$ cat src/rtl/kbd_evq.sv
// PS/2 set-2 scan byte decoder with modifier tracking and a memory-mapped event FIFO.
// Events are 14 bits wide: {caps, alt, ctrl, shift, keyup, extend, code}.
module kbd_evq #(
  parameter int FIFO_AW   = 4,
  parameter bit KEYUP_RST = 1'b0
) (
  input  logic        clk,
  input  logic        rst,
  input  logic        ena,
  input  logic        rw,
  input  logic [31:0] addr,
  output logic [31:0] rdata,
  input  logic [31:0] wdata,
  input  logic        scan_valid,
  input  logic [7:0]  scan_code,
  output logic        irq
);

  localparam int               DEPTH   = 1 << FIFO_AW;
  localparam logic [FIFO_AW:0] DEPTH_C = DEPTH[FIFO_AW:0];

  // Scan path has no backpressure: a byte is consumed in the cycle scan_valid is high.
  logic [13:0]        r_mem [DEPTH];
  logic [FIFO_AW-1:0] r_head;
  logic [FIFO_AW-1:0] r_tail;
  logic [FIFO_AW:0]   r_count;
  logic               r_ovf;
  logic               r_pend_up;
  logic               r_pend_ext;
  logic               r_lshift, r_rshift;
  logic               r_lctrl, r_rctrl;
  logic               r_lalt, r_ralt;
  logic               r_caps;
  logic               r_caps_held;
  logic               r_irq_en;
  logic               r_report_keyup;
  logic [31:0]        r_rdata;
  logic               r_irq;

  logic        w_shift, w_ctrl, w_alt;
  logic        w_empty, w_full;
  logic        w_rd, w_wr;
  logic [1:0]  w_sel;
  logic        w_data_rd, w_ctrl_wr, w_flush, w_clr_ovf;
  logic        w_prefix, w_ev_done;
  logic [13:0] w_event;
  logic        w_push_req, w_push, w_pop, w_ovf_set;
  logic [8:0]  w_count9;
  logic [31:0] w_status;
  logic        w_unused;

  assign w_shift = r_lshift | r_rshift;
  assign w_ctrl  = r_lctrl | r_rctrl;
  assign w_alt   = r_lalt | r_ralt;
  assign w_empty = (r_count == '0);
  assign w_full  = (r_count == DEPTH_C);

  assign w_rd      = ena & ~rw;
  assign w_wr      = ena & rw;
  assign w_sel     = addr[3:2];
  assign w_data_rd = w_rd & (w_sel == 2'd0);
  assign w_ctrl_wr = w_wr & (w_sel == 2'd2);
  assign w_flush   = w_ctrl_wr & wdata[3];
  assign w_clr_ovf = w_ctrl_wr & wdata[2];

  assign w_prefix  = (scan_code == 8'hF0) || (scan_code == 8'hE0);
  assign w_ev_done = scan_valid & ~w_prefix;
  assign w_event   = {r_caps, w_alt, w_ctrl, w_shift, r_pend_up, r_pend_ext, scan_code};

  // A full FIFO still accepts a push when the same cycle pops; flush discards everything.
  assign w_push_req = w_ev_done & (r_report_keyup | ~r_pend_up);
  assign w_pop      = w_data_rd & ~w_empty & ~w_flush;
  assign w_push     = w_push_req & (~w_full | w_pop) & ~w_flush;
  assign w_ovf_set  = w_push_req & w_full & ~w_pop & ~w_flush;

  always_comb begin
    w_count9 = '0;
    w_count9[FIFO_AW:0] = r_count;
  end

  assign w_status = {16'b0, r_caps, w_alt, w_ctrl, w_shift, r_ovf, w_full, w_empty, w_count9};
  assign w_unused = ^{addr[31:4], addr[1:0], wdata[31:4]};

  always_ff @(posedge clk) begin
    if (w_push) r_mem[r_tail] <= w_event;
  end

  always_ff @(posedge clk) begin
    if (rst || w_flush) begin
      r_head  <= '0;
      r_tail  <= '0;
      r_count <= '0;
    end else begin
      if (w_push) r_tail <= r_tail + 1'b1;
      if (w_pop)  r_head <= r_head + 1'b1;
      case ({w_push, w_pop})
        2'b10:   r_count <= r_count + 1'b1;
        2'b01:   r_count <= r_count - 1'b1;
        default: r_count <= r_count;
      endcase
    end
  end

  always_ff @(posedge clk) begin
    if (rst) begin
      r_ovf          <= 1'b0;
      r_irq_en       <= 1'b0;
      r_report_keyup <= KEYUP_RST;
    end else begin
      if (w_ovf_set)      r_ovf <= 1'b1;
      else if (w_clr_ovf) r_ovf <= 1'b0;
      if (w_ctrl_wr) begin
        r_irq_en       <= wdata[0];
        r_report_keyup <= wdata[1];
      end
    end
  end

  // Modifier state changes after the event has captured the pre-update values.
  always_ff @(posedge clk) begin
    if (rst) begin
      r_pend_up   <= 1'b0;
      r_pend_ext  <= 1'b0;
      r_lshift    <= 1'b0;
      r_rshift    <= 1'b0;
      r_lctrl     <= 1'b0;
      r_rctrl     <= 1'b0;
      r_lalt      <= 1'b0;
      r_ralt      <= 1'b0;
      r_caps      <= 1'b0;
      r_caps_held <= 1'b0;
    end else if (scan_valid) begin
      if (scan_code == 8'hF0) begin
        r_pend_up <= 1'b1;
      end else if (scan_code == 8'hE0) begin
        r_pend_ext <= 1'b1;
      end else begin
        r_pend_up  <= 1'b0;
        r_pend_ext <= 1'b0;
        case (scan_code)
          8'h12: r_lshift <= ~r_pend_up;
          8'h59: r_rshift <= ~r_pend_up;
          8'h14: if (r_pend_ext) r_rctrl <= ~r_pend_up; else r_lctrl <= ~r_pend_up;
          8'h11: if (r_pend_ext) r_ralt <= ~r_pend_up; else r_lalt <= ~r_pend_up;
          8'h58: begin
            if (r_pend_up) begin
              r_caps_held <= 1'b0;
            end else if (!r_caps_held) begin
              r_caps      <= ~r_caps;
              r_caps_held <= 1'b1;
            end
          end
          default: ;
        endcase
      end
    end
  end

  always_ff @(posedge clk) begin
    if (rst) begin
      r_rdata <= '0;
      r_irq   <= 1'b0;
    end else begin
      r_irq <= r_irq_en & ~w_empty;
      if (w_rd) begin
        case (w_sel)
          2'd0:    r_rdata <= w_pop ? {18'b0, r_mem[r_head]} : 32'b0;
          2'd1:    r_rdata <= w_status;
          2'd2:    r_rdata <= {30'b0, r_report_keyup, r_irq_en};
          default: r_rdata <= '0;
        endcase
      end else begin
        r_rdata <= '0;
      end
    end
  end

  assign rdata = r_rdata;
  assign irq   = r_irq;

endmodule

$ cat config.mk
export PLATFORM = sky130hd
export DESIGN_NAME = kbd_evq
export DESIGN_NICKNAME = d
export VERILOG_FILES = /design/src/rtl/kbd_evq.sv
export SDC_FILE = /design/constraint.sdc
export NUM_CORES = 1
export LEC_CHECK = 0
export BUFFER_PORTS_ARGS = -buffer_cell sky130_fd_sc_hd__buf_2
export CAP_MARGIN = 20
export CELL_PAD_IN_SITES_DETAIL_PLACEMENT = 0
export CELL_PAD_IN_SITES_GLOBAL_PLACEMENT = 1
export CORE_MARGIN = 2
export CORE_UTILIZATION = 40
export DETAILED_ROUTE_END_ITERATION = 16
export HOLD_SLACK_MARGIN = 0.1
export MAX_ROUTING_LAYER = met4
export PLACE_DENSITY_LB_ADDON = 0.1
export RECOVER_POWER = 25
export SLEW_MARGIN = 25
export SYNTH_ARGS = -nofsm -noshare
export SYNTH_HDL_FRONTEND = slang
export SYNTH_SLANG_ARGS = --single-unit
$ cat constraint.sdc
create_clock -name clk -period 4.1 [get_ports clk]
set_clock_uncertainty 0.05 [all_clocks]
set_input_delay 0.205 -clock clk [delete_from_list [all_inputs] [get_ports clk]]
set_output_delay 0.205 -clock clk [all_outputs]
set_load 0.02 [all_outputs]
Word-level counts from Yosys, hierarchy flattened
Memory sizes are Yosys's and may differ from the RTL's. A register that Yosys moved wholly into a read port is not among the register bits.
Index checks and enable logic that the tools add are counted.

storage, ports and cells
  bits in latches = 0
  logic and storage cells = 100
  bits in registers = 59
  bits in writable memories = 224
  memory bits (read-only) = 0
  memories kept = 1
  output and inout bits = 33

memories
  memory  words  bits a word  read ports  clocked after memory_dff  wr ports  RTL line  source
  r_mem   16     14           1           1                         1         23        logic [13:0] r_mem [DEPTH];

operators by class
  magnitude comparators = 0
  muxes and demuxes = 13
  divide/modulo/power cells = 0
  reduce and logical (&&, ||, !) cells = 17
  bitwise operators = 34
  eq/ne operators = 13
  add/sub/neg operators = 4
  shift-type cells = 0
  multiply operators = 0

operators with widths
  cell                                                 count
  case mux 16 bit (3 select lines)                     1
  equality test 8 x 5 -> 1 bit, second input constant  3
  AND reduction 5 bit                                  4
  AND 1 bit                                            16
  equality test 8 x 7 -> 1 bit, second input constant  2
  equality test 8 bit, second input constant           2
  two-way mux 14 bit                                   1
  NOT 1 bit                                            13
  AND reduction 4 bit                                  3
  case mux 5 bit (2 select lines)                      1
  adder 4 x 1 -> 4 bit, second input constant          2
  two-way mux 1 bit                                    8
  two-way mux 4 bit                                    2
  AND reduction 6 bit                                  1
  adder 5 x 1 -> 5 bit, second input constant          1
  equality test 5 bit, second input constant           1
  logical NOT 5 bit                                    1
  bitwise OR 1 bit                                     5
  subtractor 5 x 1 -> 5 bit, second input constant     1
  equality test 2 x 1 -> 1 bit, second input constant  2
  equality test 2 bit, second input constant           2
  AND reduction 2 bit                                  2
  nonzero test 2 bit                                   2
  logical NOT 2 bit                                    1
  3 further kinds                                      4

Longest topological paths before layout
Gate-level depths: netlist (run 1).

  depth after elaboration = 10
  mapped depth = 14
  gate-level depth less buffers = 11

Worst setup path before layout (run 1)
Ideal clock, no wire load.

  path type = reg-to-reg
  start = register r_count[1]
  end = register r_count[2]
  slack = 1.064 ns
  cell stages (with the launch flop) = 15
  library setup time = 0.071 ns
  arrival = 2.916 ns
  buffers on the path = 3
  cell sequence = dfxtp_1 -> buf_6 -> or4_4 -> nor3_4 -> nor3b_4 -> buf_6 -> inv_1 -> ha_1 -> clkbuf_1 -> xor2_1 -> ha_1 -> a21oi_1 -> xnor2_1 -> or3_1 -> a21oi_1

on the way
  longest elaborated chain between the ends = 9
  elaborated cells between the ends (all ways) = 15

RTL lines
  item                                                                   RTL line  source
  start: declaration                                                     26        logic [FIFO_AW:0] r_count;
  start signal: assignment                                               97        2'b10: r_count <= r_count + 1'b1;
  start signal: assignment                                               98        2'b01: r_count <= r_count - 1'b1;
  start signal: assignment                                               99        default: r_count <= r_count;
  logical NOT 5 bit                                                      55        assign w_empty = (r_count == '0);
  NOT 1 bit                                                              72        assign w_pop = w_data_rd & ~w_empty & ~w_flush;
  AND 1 bit (2 in series)                                                72
  bitwise OR 1 bit                                                       73        assign w_push = w_push_req & (~w_full | w_pop) & ~w_flush;
  AND 1 bit (2 in series)                                                73
  equality test 2 x 1 -> 1 bit or equality test 2 bit (tied branches)    96        case ({w_push, w_pop})
  case mux 5 bit (2 select lines) or nonzero test 2 bit (tied branches)  --

Several ways; a longest one is shown, not always the timed one.
A chain may end at the register's enable or synchronous reset.

Worst setup path in the final report (run 1)
  start = input scan_code[1]
  end = register r_count[4]

on the way
  longest elaborated chain between the ends = 9
  elaborated cells between the ends (all ways) = 12

RTL lines
  item                                                                   RTL line  source
  start: declaration                                                     15        input logic [7:0] scan_code,
  equality test 8 bit                                                    66        assign w_prefix = (scan_code == 8'hF0) || (scan_code == 8'hE0);
  logical OR 1 bit *                                                     66
  NOT 1 bit *                                                            67        assign w_ev_done = scan_valid & ~w_prefix;
  AND 1 bit *                                                            67
  AND 1 bit *                                                            71        assign w_push_req = w_ev_done & (r_report_keyup | ~r_pend_up);
  AND 1 bit * (2 in series)                                              73
  equality test 2 x 1 -> 1 bit or equality test 2 bit (tied branches)    96
  case mux 5 bit (2 select lines) or nonzero test 2 bit (tied branches)  --

Mark *: on every way between the ends. The rest lies on a longest branch, timed or not.

==> flow_metrics.env, run 1 <==
export IMPL_fin_crit_ns=3.63
export IMPL_core_rowCount=60
export IMPL_route_top_layer_used="met4"
export IMPL_max_freq_mhz=276
export IMPL_peakVddDrop_uv=268
export IMPL_arrival_ns=4.05
export IMPL_ios=110
export IMPL_rsz0062_at_grt="no"
export IMPL_avgSynthCellArea_sq_um=16.9
export IMPL_drc=0
export IMPL_setup_tns_ns=0
export IMPL_outcome="completed"
export IMPL_drt_initial_drc_count=398
export IMPL_worstHoldPathType="in -> reg"
export IMPL_clockPowerShare_pct=44.0
export IMPL_cts_sinks=271
export IMPL_combinationalPowerShare_pct=3.8
export IMPL_p_switching_mw=1.20
export IMPL_core_area_sq_mm=0.0270
export IMPL_gp_congestion=0.754
export IMPL_fillCellCount=2346
export IMPL_ys_flop_type="edfxtp_1"
export IMPL_intPower_mw=4.59
export IMPL_ys_ff_latch=271
export IMPL_cts_resized=0
export IMPL_wl_met3_microns=972
export IMPL_die_area_sq_mm=0.0288
export IMPL_drtAntennaViolNets=0
export IMPL_grt_max_degree=59
export IMPL_grt_pass1_wl_microns=37500
export IMPL_die_h_microns=170
export IMPL_hpwl_microns=15700
export IMPL_start_util_pct=40.7
export IMPL_diodes=0
export IMPL_io_buffers=35
export IMPL_grt_usage_pct=18.2
export IMPL_cts_buffers=29
export IMPL_cts_tree="yes"
export IMPL_end_kind="register"
export IMPL_p_per_area_mw_per_mm2=463
export IMPL_clkSlewWorstSetupHoldPaths_ns=0.06
export IMPL_drive_above_1_share_pct=21.0
export IMPL_final_common_cell="edfxtp_1"
export IMPL_setup_violations=0
export IMPL_hold_slack_ns=0.111
export IMPL_worst_setup_path_start_kind="input pin"
export IMPL_most_common_layout_cells="edfxtp_1, dfxtp_1, mux2i_1"
export IMPL_area_delta_synth_final_pct=14.0
export IMPL_wl_per_cell_microns=23.1
export IMPL_vias=5872
export IMPL_worstMarginPinSlew_ns=0.961
export IMPL_yosysWarnings=0
export IMPL_grt_overflow_total=0
export IMPL_cts_buffer_depth=3
export IMPL_met2WireLength_microns=12100
export IMPL_leakage_nw=4.14
export IMPL_cp_max_fo=22
export IMPL_p_seq_share_pct=52.1
export IMPL_routed_wl_microns=24800
export IMPL_clock_latency_ns=0.55
export IMPL_slew_headroom_pct=36.0
export IMPL_synth_area_sq_mm=0.0110
export IMPL_wl_met1_microns=11300
export IMPL_root_buffer="clkbuf_16"
export IMPL_synth_distinct_cells=66
export IMPL_finalMaxSlewViolations=0
export IMPL_path_class="in -> reg"
export IMPL_max_cap_violations=0
export IMPL_finalHoldViolations=0
export IMPL_finalCritPeriodShare_pct=88.5
export IMPL_viasPerCell=5.49
export IMPL_htreeDepth=1
export IMPL_die_w_microns=170
export IMPL_p_sw_share_pct=20.7
export IMPL_post_route_util_pct=46.4
export IMPL_drt_first_pass_iters=5
export IMPL_finalNetCount=792
export IMPL_worstPathRequired_ns=4.52
export IMPL_antenna_found_initial=1
export IMPL_async_reset_ff_share_pct=0
export IMPL_cts_setup_buffers=0
export IMPL_seq_area_frac_synth_pct=69.9
export IMPL_grt_pass1_vias=5953
export IMPL_synth_cells=649
export IMPL_synth_edf_count=224
==> state kept, by name, summed over array words and instances, names as in the netlist, 4 cells and up, named ones only <==
register	cells
r_tail	4
r_head	4
r_mem	224
r_count	5
rdata	16
==> worst max-delay path: stages <==
cell	delay, ns
dlygate4sd3_1	0.52
clkbuf_1	0.65
or2_2	0.30
o311ai_4	0.19
nor3b_4	0.50
inv_1	0.14
ha_1	0.34
xor2_1	0.19
ha_1	0.19
a21oi_1	0.24
a22oi_1	0.14
a31oi_1	0.23
mux2i_1	0.21
==> layout make-up <==
| class | instances | area, sq um | area share, % |
|---|---|---|---|
| Timing Repair Buffer | 60 | 399 | 3.19 |
| Clock buffer | 38 | 811 | 6.48 |
| Inverter | 10 | 37.5 | 0.300 |
| Clock inverter | 15 | 126 | 1.01 |
| Tap cell | 341 | 427 | 3.41 |
| Sequential cell | 271 | 7670 | 61.3 |
| Multi-Input combinational cell | 335 | 3040 | 24.3 |
==> power groups by stage <==
stage / sequential (mW) / combinational [mW] / clock, mW
after floorplan: 3.07 / 0.149 / 0
after global placement: 3.07 / 0.211 / 0
after detailed placement: 3.08 / 0.216 / 0
after CTS: 3.02 / 0.226 / 2.60
after global routing: 3.02 / 0.243 / 2.71
final: 3.02 / 0.222 / 2.55
==> timing repair <==
action,CTS,global route
hold buffers,15,0
hold endpoints to repair,105,0
endpoints found under the setup margin,0,0
==> stage by stage <==
step | setup WS, ns | instance area [sq um] | power, mW | std cells
2_1_floorplan | 1.06 | 11000 | 3.22 | 664
3_3_place_gp | 0.753 | 11400 | 3.29 | 1002
3_5_place_dp | 0.625 | 11400 | 3.29 | 1002
4_1_cts | 0.626 | 12500 | 5.85 | 1070
5_1_grt | 0.129 | 12500 | 5.97 | 1070
6_report | 0.473 | 12500 | 5.79 | 1070
==> kinds of logic (layout without fill, tap and decap cells) <==
kind of cell	count (synthesis)	in the layout	synth area share, %
adders and majority gates	8	8	0.913
muxes	87	87	12.5
AOI/OAI and AO/OA	95	95	6.09
xor gates and xnor gates	7	7	0.559
and+or+nand+nor	122	122	7.03
buffers and inverters	58	123	2.93
other	1	16	0.0342
DFF	271	271	69.9
==> routing by layer <==
layer / vias to the layer above / global-route usage, %
met1: 3056 / 25.0
met4: 0 / 3.72
li1: 2668 / -
met5: - / -
met3: 33 / 2.61
met2: 115 / 29.3
==> synthesized netlist by cell type (5+ instances only) <==
cell type  number  area, sq um
nor2b_1        12         75.1
a211oi_1       19          143
and3_1          9         56.3
mux2i_1        44          440
o21ai_0        16         80.1
buf_4          20          150
and2_1          7         43.8
dfxtp_1        47          941
nor3_1          5         25.0
o22ai_1        11         68.8
mux4_2         40          901
edfxtp_1      224         6730
clkbuf_1       12         45.0
nor2_1         20         75.1
nand2b_1        5         31.3
inv_1           9         33.8
o31ai_1        14          105
buf_2          10         50.1
ha_1            8          100
nor4_1          5         31.3
a21oi_1        13         65.1
nand2_1        14         52.6
xor2_1          5         43.8
and3_2          7         52.6
or2_2           6         37.5
==> worst paths after layout <==
| check | startpoint | to | slack [ns] | depth (start not counted) |
|---|---|---|---|---|
| setup reg to reg | r_count[1] | r_count[4] | 0.74 | 11 |
| hold reg to reg | r_caps_held | r_caps_held | 0.43 | 2 |
| hold / removal | addr[3] | rdata[13] | 0.11 | 3 |
| setup / recovery | scan_code[1] | r_count[4] | 0.47 | 13 |
(Power assumes the default switching activity.)
==> run 2: changes to the inputs <==
==> constraint.sdc (replaced) <==
create_clock -name clk -period 4.5 [get_ports clk]
set_clock_uncertainty 0.05 [all_clocks]
set_input_delay 0.225 -clock clk [delete_from_list [all_inputs] [get_ports clk]]
set_output_delay 0.225 -clock clk [all_outputs]
set_load 0.02 [all_outputs]
==> flow_metrics.env, run 2 (same netlist as run 1, synthesis figures left out) <==
export IMPL_core_area_sq_mm=0.0270
export IMPL_setup_violations=0
export IMPL_rsz0062_at_grt="no"
export IMPL_cts_buffer_depth=3
export IMPL_end_kind="register"
export IMPL_wl_per_cell_microns=23.8
export IMPL_drive_above_1_share_pct=20.9
export IMPL_worst_setup_path_start_kind="input pin"
export IMPL_finalHoldViolations=0
export IMPL_gp_congestion=0.724
export IMPL_drt_first_pass_iters=7
export IMPL_hpwl_microns=16200
export IMPL_final_common_cell="edfxtp_1"
export IMPL_cts_buffers=29
export IMPL_die_w_microns=170
export IMPL_p_per_area_mw_per_mm2=432
export IMPL_max_stage_delay_ns=0.75
export IMPL_crit_family="buffers and inverters"
export IMPL_max_freq_mhz=257
export IMPL_finalCritPeriodShare_pct=86.6
export IMPL_max_cap_violations=0
export IMPL_reg2reg_slack_ns=1.03
export IMPL_routed_wl_microns=25500
export IMPL_outcome="completed"
export IMPL_arrival_ns=4.32
export IMPL_cts_sinks=271
export IMPL_rr_startpoint="r_pend_up"
export IMPL_stdcell_area_sq_mm=0.0125
export IMPL_clock_latency_ns=0.54
export IMPL_vias=5892
export IMPL_total_power_mw=5.42
export IMPL_clkSlewWorstSetupHoldPaths_ns=0.06
export IMPL_drt_initial_drc_count=478
export IMPL_worstHoldPathType="in -> reg"
export IMPL_viasPerCell=5.51
export IMPL_cp_max_fo=20
export IMPL_leakage_nw=4.16
export IMPL_grt_overflow_total=0
export IMPL_grt_max_degree=34
export IMPL_cp_slowest_cell="clkbuf_1"
export IMPL_grt_usage_pct=18.6
export IMPL_regMostFlops="r_mem"
export IMPL_path_class="in -> reg"
export IMPL_crit_path_end="r_count[4]"
export IMPL_htreeDepth=1
export IMPL_antenna_found_initial=2
export IMPL_placed_cell_area_sq_mm=0.0114
export IMPL_cts_tree="yes"
export IMPL_cp_startpoint="scan_code[5]"
export IMPL_grt_pass1_vias=5924
export IMPL_finalNetCount=789
export IMPL_grt_pass1_wl_microns=37800
export IMPL_worstReg2RegEnd="r_count[4]"
export IMPL_setup_tns_ns=0
export IMPL_worst_path_stages=13
export IMPL_root_buffer="clkbuf_16"
export IMPL_worstMarginPinSlew_ns=1.06
export IMPL_most_common_layout_cells="edfxtp_1, dfxtp_1, mux2i_1"
export IMPL_area_delta_synth_final_pct=14.4
export IMPL_ios=110
export IMPL_die_h_microns=170
export IMPL_start_util_pct=40.7
export IMPL_r2r_cells=11
export IMPL_fin_crit_ns=3.90
export IMPL_largest_register_ffs=224
export IMPL_finalMaxSlewViolations=0
export IMPL_cpMostUsedCell="ha_1"
export IMPL_slew_headroom_pct=29.5
export IMPL_drc=0
export IMPL_critPathBufInv=3
export IMPL_io_buffers=35
export IMPL_die_area_sq_mm=0.0288
export IMPL_core_rowCount=60
export IMPL_drtAntennaViolNets=0
export IMPL_worstPathRequired_ns=4.93
export IMPL_peakVddDrop_uv=277
export IMPL_path_cells="dlygate4sd3_1, clkbuf_1, nand3_1, o311ai_4, nor3b_4, inv_1, ha_1, xor2_1, ha_1, a21oi_1, a22oi_1, a31oi_1, mux2i_1"
==> run 2: cell types whose count changed in the layout (fill, tap and decap cells not counted) <==
cell	change
clkinv_1	+2
clkbuf_16	-1
diode_2	+1
buf_4	-1
buf_12	-1
dlygate4sd3_1	-1
clkbuf_1	-2
bufinv_16	+3
buf_2	-2
clkbuf_8	+1
==> run 2: routing by layer <==
layer | global-route usage (%) | up-vias | wire [microns]
met5 | - | - | 0
met4 | 3.68 | 0 | 389
met3 | 2.33 | 32 | 1040
met2 | 29.9 | 123 | 12400
met1 | 25.8 | 3071 | 11700
li1 | - | 2666 | -
==> run 2: worst min path at each step <==
stage / end / depth (start not counted) / startpoint / slack (ns)
floorplan: r_mem[0][0] / 0 / scan_code[0] / 0.27
CTS: r_tail[1] / 4 / wdata[3] / 0.12
finish: r_tail[1] / 4 / wdata[3] / 0.12
detailed placement: r_caps_held / 2 / r_caps_held / 0.42
global placement: r_irq_en / 3 / wdata[0] / 0.41
global route: r_tail[1] / 4 / wdata[3] / 0.13
==> run 2: stage by stage <==
step	worst slack, ns	instances	utilization [%]	hold WS [ns]
2_1_floorplan	1.46	664	-	0.274
4_1_cts	1.04	1068	46.6	0.116
5_1_grt	0.398	1068	46.5	0.133
3_3_place_gp	1.16	1000	42.3	0.412
3_5_place_dp	1.04	1000	42.3	0.418
6_report	0.605	1069	46.5	0.124
==> run 2: cell type report <==
type                    instances  area (sq um)
clock buffers                  34           785
well taps                     341           427
diodes                          1          2.50
flip-flops and latches        271          7670
multi-input cells             335          3040
repair buffers                 57           359
clock inverters                20           224
fillers                      2330         14400
inverters                      10          37.5
==> run 2: power breakdown <==
part,switching (mW),total [mW],leakage (nW),internal [mW]
Clock,0.945,2.47,0.499,1.52
Sequential,0.0234,2.75,2.49,2.73
Combinational,0.124,0.195,1.17,0.0708
==> run 2: what timing repair did <==
item,in CTS,in global routing
hold endpoints to repair,103,0
resized for setup,0,0
buffers inserted,0,0
hold buffers,14,0
==> run 2: worst min-delay path, delay by kind of cell <==
kind                   cells  cell delay, ns
AO/OA/AOI/OAI              2            0.22
buffers and inverters      1            0.11
AND/OR/NAND/NOR            1            0.12
==> run 3: changes to the inputs <==
--- a/config.mk
+++ b/config.mk
@@ -11,11 +11,14 @@
 export CELL_PAD_IN_SITES_GLOBAL_PLACEMENT = 1
 export CORE_MARGIN = 2
 export CORE_UTILIZATION = 40
+export CTS_CLUSTER_SIZE = 16
 export DETAILED_ROUTE_END_ITERATION = 16
 export HOLD_SLACK_MARGIN = 0.1
 export MAX_ROUTING_LAYER = met4
 export PLACE_DENSITY_LB_ADDON = 0.1
 export RECOVER_POWER = 25
+export REMOVE_ABC_BUFFERS = 1
+export SETUP_SLACK_MARGIN = 0.1
 export SLEW_MARGIN = 25
 export SYNTH_ARGS = -nofsm -noshare
 export SYNTH_HDL_FRONTEND = slang
==> flow_metrics.env, run 3 (same netlist as run 1, synthesis figures left out) <==
export IMPL_outcome="completed"
export IMPL_cts_buffers=30
export IMPL_cts_resized=0
export IMPL_rsz0062_at_grt="no"
export IMPL_leakage_nw=4.16
export IMPL_max_cap_violations=0
export IMPL_cts_buffer_depth=3
export IMPL_grt_usage_pct=18.3
export IMPL_worst_setup_path_start_kind="input pin"
export IMPL_die_w_microns=170
export IMPL_grt_pass1_wl_microns=37100
export IMPL_hpwl_microns=15000
export IMPL_viasPerCell=5.38
export IMPL_area_delta_synth_final_pct=14.7
export IMPL_setup_violations=0
export IMPL_drt_first_pass_iters=5
export IMPL_clkSlewWorstSetupHoldPaths_ns=0.06
export IMPL_grt_pass1_vias=5875
export IMPL_reg2reg_slack_ns=1.03
export IMPL_vias=5768
export IMPL_max_freq_mhz=267
export IMPL_numPlacedInstances=1003
export IMPL_most_common_layout_cells="edfxtp_1, dfxtp_1, mux2i_1"
export IMPL_cp_max_fo=21
export IMPL_regMostFlops="r_mem"
export IMPL_end_kind="register"
export IMPL_final_common_cell="edfxtp_1"
export IMPL_total_power_mw=5.38
export IMPL_fin_crit_ns=3.74
export IMPL_cts_setup_buffers=0
export IMPL_clock_latency_ns=0.55
export IMPL_die_h_microns=170
export IMPL_gp_congestion=0.808
export IMPL_setup_tns_ns=0
export IMPL_drc=0
export IMPL_drtAntennaViolNets=0
export IMPL_p_per_area_mw_per_mm2=428
export IMPL_arrival_ns=4.17
export IMPL_htreeDepth=1
export IMPL_dp_slack_ns=1.09
export IMPL_wl_per_cell_microns=23.3
export IMPL_largest_register_ffs=224
export IMPL_grt_max_degree=41
export IMPL_path_class="in -> reg"
export IMPL_finalMaxSlewViolations=0
export IMPL_root_buffer="clkbuf_16"
export IMPL_drt_initial_drc_count=388
export IMPL_ios=110
export IMPL_finalNetCount=794
export IMPL_slew_headroom_pct=30.8
export IMPL_core_area_sq_mm=0.0270
export IMPL_worstHoldPathType="in -> reg"
export IMPL_worstMarginPinSlew_ns=1.04
export IMPL_die_area_sq_mm=0.0288
export IMPL_grt_overflow_total=0
export IMPL_routed_wl_microns=25100
export IMPL_fin_ws_ns=0.755
export IMPL_cts_sinks=271
export IMPL_finalCritPeriodShare_pct=83.2
export IMPL_peakVddDrop_uv=259
export IMPL_finalHoldViolations=0
export IMPL_core_rowCount=60
export IMPL_antenna_found_initial=0
export IMPL_diodes=0
export IMPL_start_util_pct=40.7
export IMPL_holdBufCountCts=15
export IMPL_io_buffers=35
export IMPL_final_cells=1073
export IMPL_cts_tree="yes"
export IMPL_drive_above_1_share_pct=20.9
export IMPL_worstPathRequired_ns=4.92
==> run 3: cell types whose count changed in the layout (fill, tap and decap cells not counted), moves of 2 or more <==
cell,delta
and3_1,-3
and3_2,+3
bufinv_16,-2
clkbuf_1,+7
clkbuf_16,+2
clkinv_2,-3
==> run 3: cell type report <==
class | count | area [sq um]
fill | 2311 | 14400
sequential | 271 | 7670
multi-input combinational | 335 | 3040
clock buffer | 42 | 867
tap | 341 | 427
timing repair buffer | 61 | 399
clock inverter | 13 | 136
inverter | 10 | 37.5
==> run 3: per-layer routing <==
layer | wire, microns | global-route usage [%] | vias up | share of wire, %
li1 | - | - | 2669 | -
met1 | 11000 | 23.5 | 2945 | 44
met2 | 12700 | 31.4 | 122 | 51
met3 | 1040 | 2.47 | 32 | 4.1
met4 | 412 | 3.86 | 0 | 1.6
met5 | 0 | - | - | 0
==> run 3: worst paths after layout <==
| path | startpoint | cells past startpoint | to |
|---|---|---|---|
| min reg2reg | r_caps_held | 2 | r_caps_held |
| min | wdata[3] | 4 | r_tail[1] |
| max | scan_code[0] | 13 | r_count[4] |
| max reg2reg | r_pend_up | 11 | r_count[4] |
==> run 3: per-stage QoR <==
step                utilization [%]  area, sq um  hold slack [ns]
finish                         46.7        12600            0.173
detailed placement             42.5        11400            0.420
CTS                            46.7        12600            0.122
global route                   46.7        12600            0.187
floorplan                         -        10700            0.244
global placement               42.5        11400            0.410
==> run 3: critical path, cell delays in order <==
cell and delay, ns:
dlygate4sd3_1 0.52, clkbuf_1 0.70, or2_2 0.30, o311ai_4 0.19, nor3b_4 0.49, inv_1 0.16
ha_1 0.34, xor2_1 0.18, ha_1 0.19, a21oi_1 0.26, a22oi_1 0.14, a31oi_1 0.27
mux2i_1 0.21
==> run 3: where the power goes <==
| part | internal, mW | switching, mW |
|---|---|---|
| registers | 2.73 | 0.0221 |
| logic | 0.0715 | 0.118 |
| clock network | 1.50 | 0.939 |
